[config.mk]
export PLATFORM = sky130hd
export DESIGN_NAME = rf_write_arbiter_flat
export DESIGN_NICKNAME = d
export VERILOG_FILES = /design/src/rtl/rf_write_arbiter_if.sv /design/src/rtl/rf_write_arbiter.sv /design/src/flat_wrapper.sv
export SDC_FILE = /design/constraint.sdc
export NUM_CORES = 1
export LEC_CHECK = 0
export CAP_MARGIN = 15
export CORE_UTILIZATION = 43
export DETAILED_ROUTE_END_ITERATION = 7
export GPL_TIMING_DRIVEN = 1
export PLACE_DENSITY = 0.86
export SLEW_MARGIN = 10
export SYNTH_ARGS = -nofsm -noshare
export SYNTH_HDL_FRONTEND = slang
export SYNTH_SLANG_ARGS = --single-unit
[constraint.sdc]
create_clock -name clk -period 4.2 [get_ports clk]
set_input_delay 0.84 -clock clk [delete_from_list [all_inputs] [get_ports clk]]
set_output_delay 0.84 -clock clk [all_outputs]
set_load 0.01 [all_outputs]
[src/rtl/rf_write_arbiter_if.sv]
// Bundle of the writeback request, register-file write port and scoreboard
// signals shared between the writeback sources and rf_write_arbiter.
interface rf_write_arbiter_if #(
    parameter int NREQ = 3
);
    logic [NREQ-1:0]    req_valid;
    logic [NREQ*5-1:0]  req_addr;
    logic [NREQ*32-1:0] req_data;
    logic [NREQ-1:0]    req_ready;
    logic               we3;
    logic [4:0]         wa3;
    logic [31:0]        wd3;
    logic               rsv_valid;
    logic [4:0]         rsv_addr;
    logic [31:0]        busy;
    logic               idle;

    // Sources and issue logic drive requests and reservations.
    modport master (
        output req_valid, req_addr, req_data, rsv_valid, rsv_addr,
        input  req_ready, we3, wa3, wd3, busy, idle
    );

    // The arbiter consumes requests and owns the write port and scoreboard.
    modport slave (
        input  req_valid, req_addr, req_data, rsv_valid, rsv_addr,
        output req_ready, we3, wa3, wd3, busy, idle
    );
endinterface

[src/rtl/rf_write_arbiter.sv]
// Register-file write-port arbiter: one holding buffer per writeback source,
// round-robin drain of one buffered write per cycle onto we3/wa3/wd3, and a
// 32-entry scoreboard of reserved-but-unwritten destination registers.
module rf_write_arbiter #(
    parameter int NREQ    = 3,
    parameter int RR_INIT = 0
) (
    input logic               clk,
    input logic               reset,
    rf_write_arbiter_if.slave bus
);
    localparam int PW = (NREQ > 1) ? $clog2(NREQ) : 1;

    logic [NREQ-1:0] r_full;
    logic [4:0]      r_bufAddr [NREQ];
    logic [31:0]     r_bufData [NREQ];
    logic [PW-1:0]   r_ptr;
    logic [31:0]     r_busy;

    logic [NREQ-1:0] w_grant;
    logic [PW-1:0]   w_grantIdx;
    logic            w_anyGrant;
    logic [NREQ-1:0] w_ready;
    logic [NREQ-1:0] w_take;
    logic            w_we3;
    logic [4:0]      w_wa3;
    logic [31:0]     w_wd3;
    logic [31:0]     w_busyNext;

    // Requester index reached by stepping 'offset' places past 'base', wrapping.
    function automatic logic [PW-1:0] wrapIdx(input int base, input int offset);
        return PW'((base + offset) % NREQ);
    endfunction

    // Round-robin search from the pointer; first full buffer wins the port.
    always_comb begin
        w_anyGrant = 1'b0;
        w_grantIdx = '0;
        for (int k = 0; k < NREQ; k++) begin
            if (!w_anyGrant && r_full[wrapIdx(int'(r_ptr), k)]) begin
                w_anyGrant = 1'b1;
                w_grantIdx = wrapIdx(int'(r_ptr), k);
            end
        end
        w_grant = w_anyGrant ? (NREQ'(1) << w_grantIdx) : '0;
    end

    // A buffer being drained this cycle can be refilled at the same edge.
    assign w_ready = ~r_full | w_grant;
    assign w_take  = bus.req_valid & w_ready;

    // Write port comes only from registered state; r0 writes drain silently
    // and reset keeps the enable low so the regfile reset is never overridden.
    assign w_we3 = w_anyGrant & (r_bufAddr[w_grantIdx] != 5'd0) & ~reset;
    assign w_wa3 = w_anyGrant ? r_bufAddr[w_grantIdx] : 5'd0;
    assign w_wd3 = w_anyGrant ? r_bufData[w_grantIdx] : 32'd0;

    // Scoreboard update: clear on write, then a same-register reservation wins.
    always_comb begin
        w_busyNext = r_busy;
        if (w_we3) begin
            w_busyNext[w_wa3] = 1'b0;
        end
        if (bus.rsv_valid && (bus.rsv_addr != 5'd0)) begin
            w_busyNext[bus.rsv_addr] = 1'b1;
        end
        w_busyNext[0] = 1'b0;
    end

    // Buffer occupancy and round-robin pointer; reset discards pending writes.
    always_ff @(posedge clk) begin
        if (reset) begin
            r_full <= '0;
            r_ptr  <= PW'(RR_INIT);
            r_busy <= '0;
        end else begin
            for (int i = 0; i < NREQ; i++) begin
                if (w_take[i]) begin
                    r_full[i] <= 1'b1;
                end else if (w_grant[i]) begin
                    r_full[i] <= 1'b0;
                end
            end
            if (w_anyGrant) begin
                r_ptr <= wrapIdx(int'(w_grantIdx), 1);
            end
            r_busy <= w_busyNext;
        end
    end

    // Capture offered address/data whenever a handshake completes.
    always_ff @(posedge clk) begin
        for (int i = 0; i < NREQ; i++) begin
            if (w_take[i]) begin
                r_bufAddr[i] <= bus.req_addr[5*i +: 5];
                r_bufData[i] <= bus.req_data[32*i +: 32];
            end
        end
    end

    assign bus.req_ready = w_ready;
    assign bus.we3       = w_we3;
    assign bus.wa3       = w_wa3;
    assign bus.wd3       = w_wd3;
    assign bus.busy      = r_busy;
    assign bus.idle      = ~|r_full;
endmodule

[src/flat_wrapper.sv]
// flat-port wrapper written by rule: the top's interface ports become plain ports
module rf_write_arbiter_flat 
#(
    parameter int NREQ    = 3,
    parameter int RR_INIT = 0
)
  (clk, reset, bus_req_valid, bus_req_addr, bus_req_data, bus_rsv_valid, bus_rsv_addr, bus_req_ready, bus_we3, bus_wa3, bus_wd3, bus_busy, bus_idle);
  rf_write_arbiter_if #(.NREQ(NREQ)) bus_i ();
  input logic clk;
  input logic reset;
  input wire logic [$bits(bus_i.req_valid)-1:0] bus_req_valid;
  input wire logic [$bits(bus_i.req_addr)-1:0] bus_req_addr;
  input wire logic [$bits(bus_i.req_data)-1:0] bus_req_data;
  input wire logic [$bits(bus_i.rsv_valid)-1:0] bus_rsv_valid;
  input wire logic [$bits(bus_i.rsv_addr)-1:0] bus_rsv_addr;
  output wire logic [$bits(bus_i.req_ready)-1:0] bus_req_ready;
  output wire logic [$bits(bus_i.we3)-1:0] bus_we3;
  output wire logic [$bits(bus_i.wa3)-1:0] bus_wa3;
  output wire logic [$bits(bus_i.wd3)-1:0] bus_wd3;
  output wire logic [$bits(bus_i.busy)-1:0] bus_busy;
  output wire logic [$bits(bus_i.idle)-1:0] bus_idle;
  assign bus_i.req_valid = bus_req_valid;
  assign bus_i.req_addr = bus_req_addr;
  assign bus_i.req_data = bus_req_data;
  assign bus_i.rsv_valid = bus_rsv_valid;
  assign bus_i.rsv_addr = bus_rsv_addr;
  assign bus_req_ready = bus_i.req_ready;
  assign bus_we3 = bus_i.we3;
  assign bus_wa3 = bus_i.wa3;
  assign bus_wd3 = bus_i.wd3;
  assign bus_busy = bus_i.busy;
  assign bus_idle = bus_i.idle;
  rf_write_arbiter #(.NREQ(NREQ), .RR_INIT(RR_INIT)) u_core (.clk(clk), .reset(reset), .bus(bus_i));
endmodule
==> impl_results.md <==
* Placed cell count at between 800 and 900
* Area inside the core boundary at roughly 15000 sq um
* Instance count on the critical path at 9
* Primary FF master, synth: sky130_fd_sc_hd__edfxtp_1
* Layout fillers at about 1100
* Share of the clock period used by the worst path after layout at 98.5%
* Commonest non-fill, non-tap cells in the layout: sky130_fd_sc_hd__clkdlybuf4s50_1, sky130_fd_sc_hd__edfxtp_1, sky130_fd_sc_hd__nor2_1
* First-pass GRT wire length at between 20000 and 30000 um
* Net count after synthesis at around 640
* Number of enable flip-flop cells after synthesis at 111
* Hold buffer count at cts at 0
* Cell Pwr Density at around 500 nW/um^2
* Final worst path period need at between 4 and 5 ns
* Buffer and inverter count on the worst path at 3
* Nets@finish at 844
* Share of flip-flops with an asynchronous set or reset at 0%
* Arrival time at the worst endpoint at between 3 and 4 ns
* Synth Area in Adders at around 1.3%
* TritonCTS clock tree: built
* Highest clock frequency the design can meet at 242 MHz
* Count of TritonRoute iterations in the first routing pass at 8
* Portion of the post-synthesis area used by sequential elements at 62.0%
* Effective utilization at floorplan at about 45%
* RSZ-0062 raised after global routing: yes
* Final WL at around 18000 um
* R2R cell count at 10
* Largest fanout on the critical path at 18
* Share of synthesized area spent on multiplexers at under 10%
* Sum Neg Setup Slack at 0 ns
* Clk sinks at around 150
* Fraction of the mapped netlist area in simple logic gates at around 15%
* Clock tree skew after final layout at 0.0106 ns
* Number of synthesized register bits at approximately 150
* Static leakage at approximately 3.2 nW
* Critical path startpoint category: register
* Overflow after GRT at 0
* Highest ir drop seen on vdd at 351 uV
* Level count of the clock H-tree at 4
* Synth-to-Final Area Change at 44.2%
* Routed wirelength normalized by instance count at 19.4 um
* Max-slew violations at 0
* Share of the synthesized netlist area taken by xor and xnor gates at 0%
* I/O Pins at between 150 and 200
* Rel. slew slack at roughly 44%
* Total Die Area at around 16000 sq um
* Violated checks: design-rule violations
* Final-report hold violation count at 0
* Number of DRC violations after detailed routing at 11
* X dimension of the die at 125 um
* Data required time at the worst endpoint at roughly 3.4 ns
* Sort of element at the end of the critical path: output pin
* Total Routing Usage GR at 22.9%
* Clock Pin Slew Worst Setup and Hold Paths at about 0.06 ns
* Via count of the first global-routing pass at approximately 5100
* Delay of the slowest cell on the worst path at just over 0.6 ns
* Core Rows at 44
* Slew at the pin closest to its max-slew limit at 0.845 ns
* Clock insertion delay at the later pin of the skew report at ~0.42 ns
* Count of input and output buffers at a little under 200
* Clock root buffer master: sky130_fd_sc_hd__clkbuf_16
* Outcome: complete, but fails checks
* Classification of the worst-slack hold path: register to register
* Diode insertion count for antenna repair at 0
* Final Non-Filler Cells at roughly 910
* Via density per instance at approximately 5.5
* Routability-driven placement congestion ratio at approximately 0.89
* Count of mapped cells out of synthesis at 515
* Area fraction in compound gates after synthesis at 13.9%
* Detailed router's first-iteration violation count at around 460
* Detailed placer's ending HPWL at roughly 12000 um
* Total number of vias at 5059
* Cells along the critical path: inv_1, ha_1, nand2_1, a31o_2, nor2_4, buf_8, mux2i_1, a211oi_1, clkdlybuf4s50_1
* Antenna violations before repair at 0
* Fraction of layout instances using a drive strength above 1 at between 10% and 20%
* Hold-critical path depth at 2
* Number of nets with antenna violations after routing at 0
* Crit path kind: register to output pin
* Critical path's top delay family: buffers and inverters
* Number of failing setup endpoints in the final timing report at 0
* Most common cell after layout, fill and taps aside: sky130_fd_sc_hd__clkdlybuf4s50_1
* Largest net degree at the start of global routing at 43
* Highest-delay cell along the critical path: sky130_fd_sc_hd__clkdlybuf4s50_1
* Worst hold slack at 0.479 ns
* Post-synth cell types at 54
* Total number of yosys warnings at 0
* Height of the die at roughly 130 um
* Area of the mapped netlist at between 6000 and 7000 sq um
* Buffers from clock root to sink, at most at 2
* CTS buffer count at 17
* Combinational family with the most area after synthesis: simple AND/OR/NAND/NOR gates
* Mean Syn Cell Area at 12.7 sq um
* Count of max-cap constraint violations at 0
## stage by stage
stage	total power, W	setup WS [ns]	area (sq um)	utilization [%]
after global placement	0.00317	0.383	8720	59.3
after floorplan	0.00255	0.291	6550	-
after global routing	0.00493	-0.0431	9430	64.2
final	0.00476	0.0609	9430	64.2
after CTS	0.00475	0.0278	9370	63.7
after detailed placement	0.00320	0.280	8720	59.3
## layout make-up
class / instances / area [sq um] / area share (%)
Tap cell: 184 / 230 / 2.44
Multi-Input combinational cell: 324 / 2380 / 25.2
Sequential cell: 147 / 4050 / 43.0
Clock inverter: 13 / 153 / 1.62
Inverter: 16 / 62.6 / 0.663
Clock buffer: 18 / 429 / 4.55
Timing Repair Buffer: 210 / 2130 / 22.6
## per-layer routing
| metal | track usage (%) | vias to the layer above | wire [um] |
|---|---|---|---|
| li1 | - | 2340 | - |
| met1 | 26.6 | 2425 | 6890 |
| met2 | 39.4 | 265 | 8910 |
| met3 | 7.02 | 29 | 1540 |
| met4 | 9.68 | 0 | 389 |
| met5 | 0 | - | 0 |
## power by group
part | internal [W] | switching (W) | leakage (nW)
clock network | 0.000883 | 0.000615 | 0.279
registers | 0.00169 | 0.0000395 | 1.35
logic | 0.000705 | 0.000828 | 1.55
## registers in the layout, indices dropped and copies added, names as in the netlist
signal / count
u_core.r_ptr: 2
u_core.bus.busy: 31
u_core.r_full: 3
u_core.r_bufAddr: 15
u_core.r_bufData: 96
## kinds of logic (layout without fill, tap and decap cells)
kind of cell,after synthesis,after routing
flip-flops,147,147
AO/OA/AOI/OAI,102,102
other,1,1
buffers and inverters,44,257
multiplexers,32,32
adder cells (fa/ha/maj),7,7
AND/OR/NAND/NOR,182,182
## synthesized netlist by cell type (8+ instances only)
library cell	instances	area, sq um
sky130_fd_sc_hd__edfxtp_1	111	3330
sky130_fd_sc_hd__nor2_1	98	368
sky130_fd_sc_hd__a211oi_1	51	383
sky130_fd_sc_hd__dfxtp_1	36	721
sky130_fd_sc_hd__mux2i_1	32	320
sky130_fd_sc_hd__nor3_1	22	110
sky130_fd_sc_hd__clkbuf_1	15	56.3
sky130_fd_sc_hd__inv_1	15	56.3
sky130_fd_sc_hd__nand2_1	11	41.3
sky130_fd_sc_hd__nand3_1	10	50.1
sky130_fd_sc_hd__a31oi_1	9	56.3
sky130_fd_sc_hd__buf_2	8	40.0
## path summary, 6_finish.rpt
| kind | from | to | slack, ns |
|---|---|---|---|
| worst max-delay path | u_core.r_ptr[0] | bus_wd3[3] | 0.06 |
| worst min-delay path | u_core.r_ptr[1] | u_core.r_ptr[1] | 0.48 |
| worst max register to register | u_core.r_ptr[0] | u_core.r_bufAddr[0][2] | 1.12 |
| worst min register to register | u_core.r_ptr[1] | u_core.r_ptr[1] | 0.48 |
## worst reg2reg max path, cell delays in order, from the launching register on
cell	delay (ns)
sky130_fd_sc_hd__dfxtp_1	0.36
sky130_fd_sc_hd__inv_1	0.05
sky130_fd_sc_hd__ha_1	0.30
sky130_fd_sc_hd__or2_1	0.30
sky130_fd_sc_hd__o2111ai_4	0.29
sky130_fd_sc_hd__buf_4	0.19
sky130_fd_sc_hd__clkbuf_16	0.19
sky130_fd_sc_hd__ha_1	0.16
sky130_fd_sc_hd__a21boi_1	0.13
sky130_fd_sc_hd__nor2b_4	0.32
sky130_fd_sc_hd__buf_4	0.43
## what timing repair did
action                     4_1_cts  5_1_grt
gates cloned                     1        1
gates resized for setup          6       11
pin swaps                        1        2
setup buffers                    1        1
setup endpoints to repair        8       15
No activity file was read; power rests on OpenSTA's default activity.
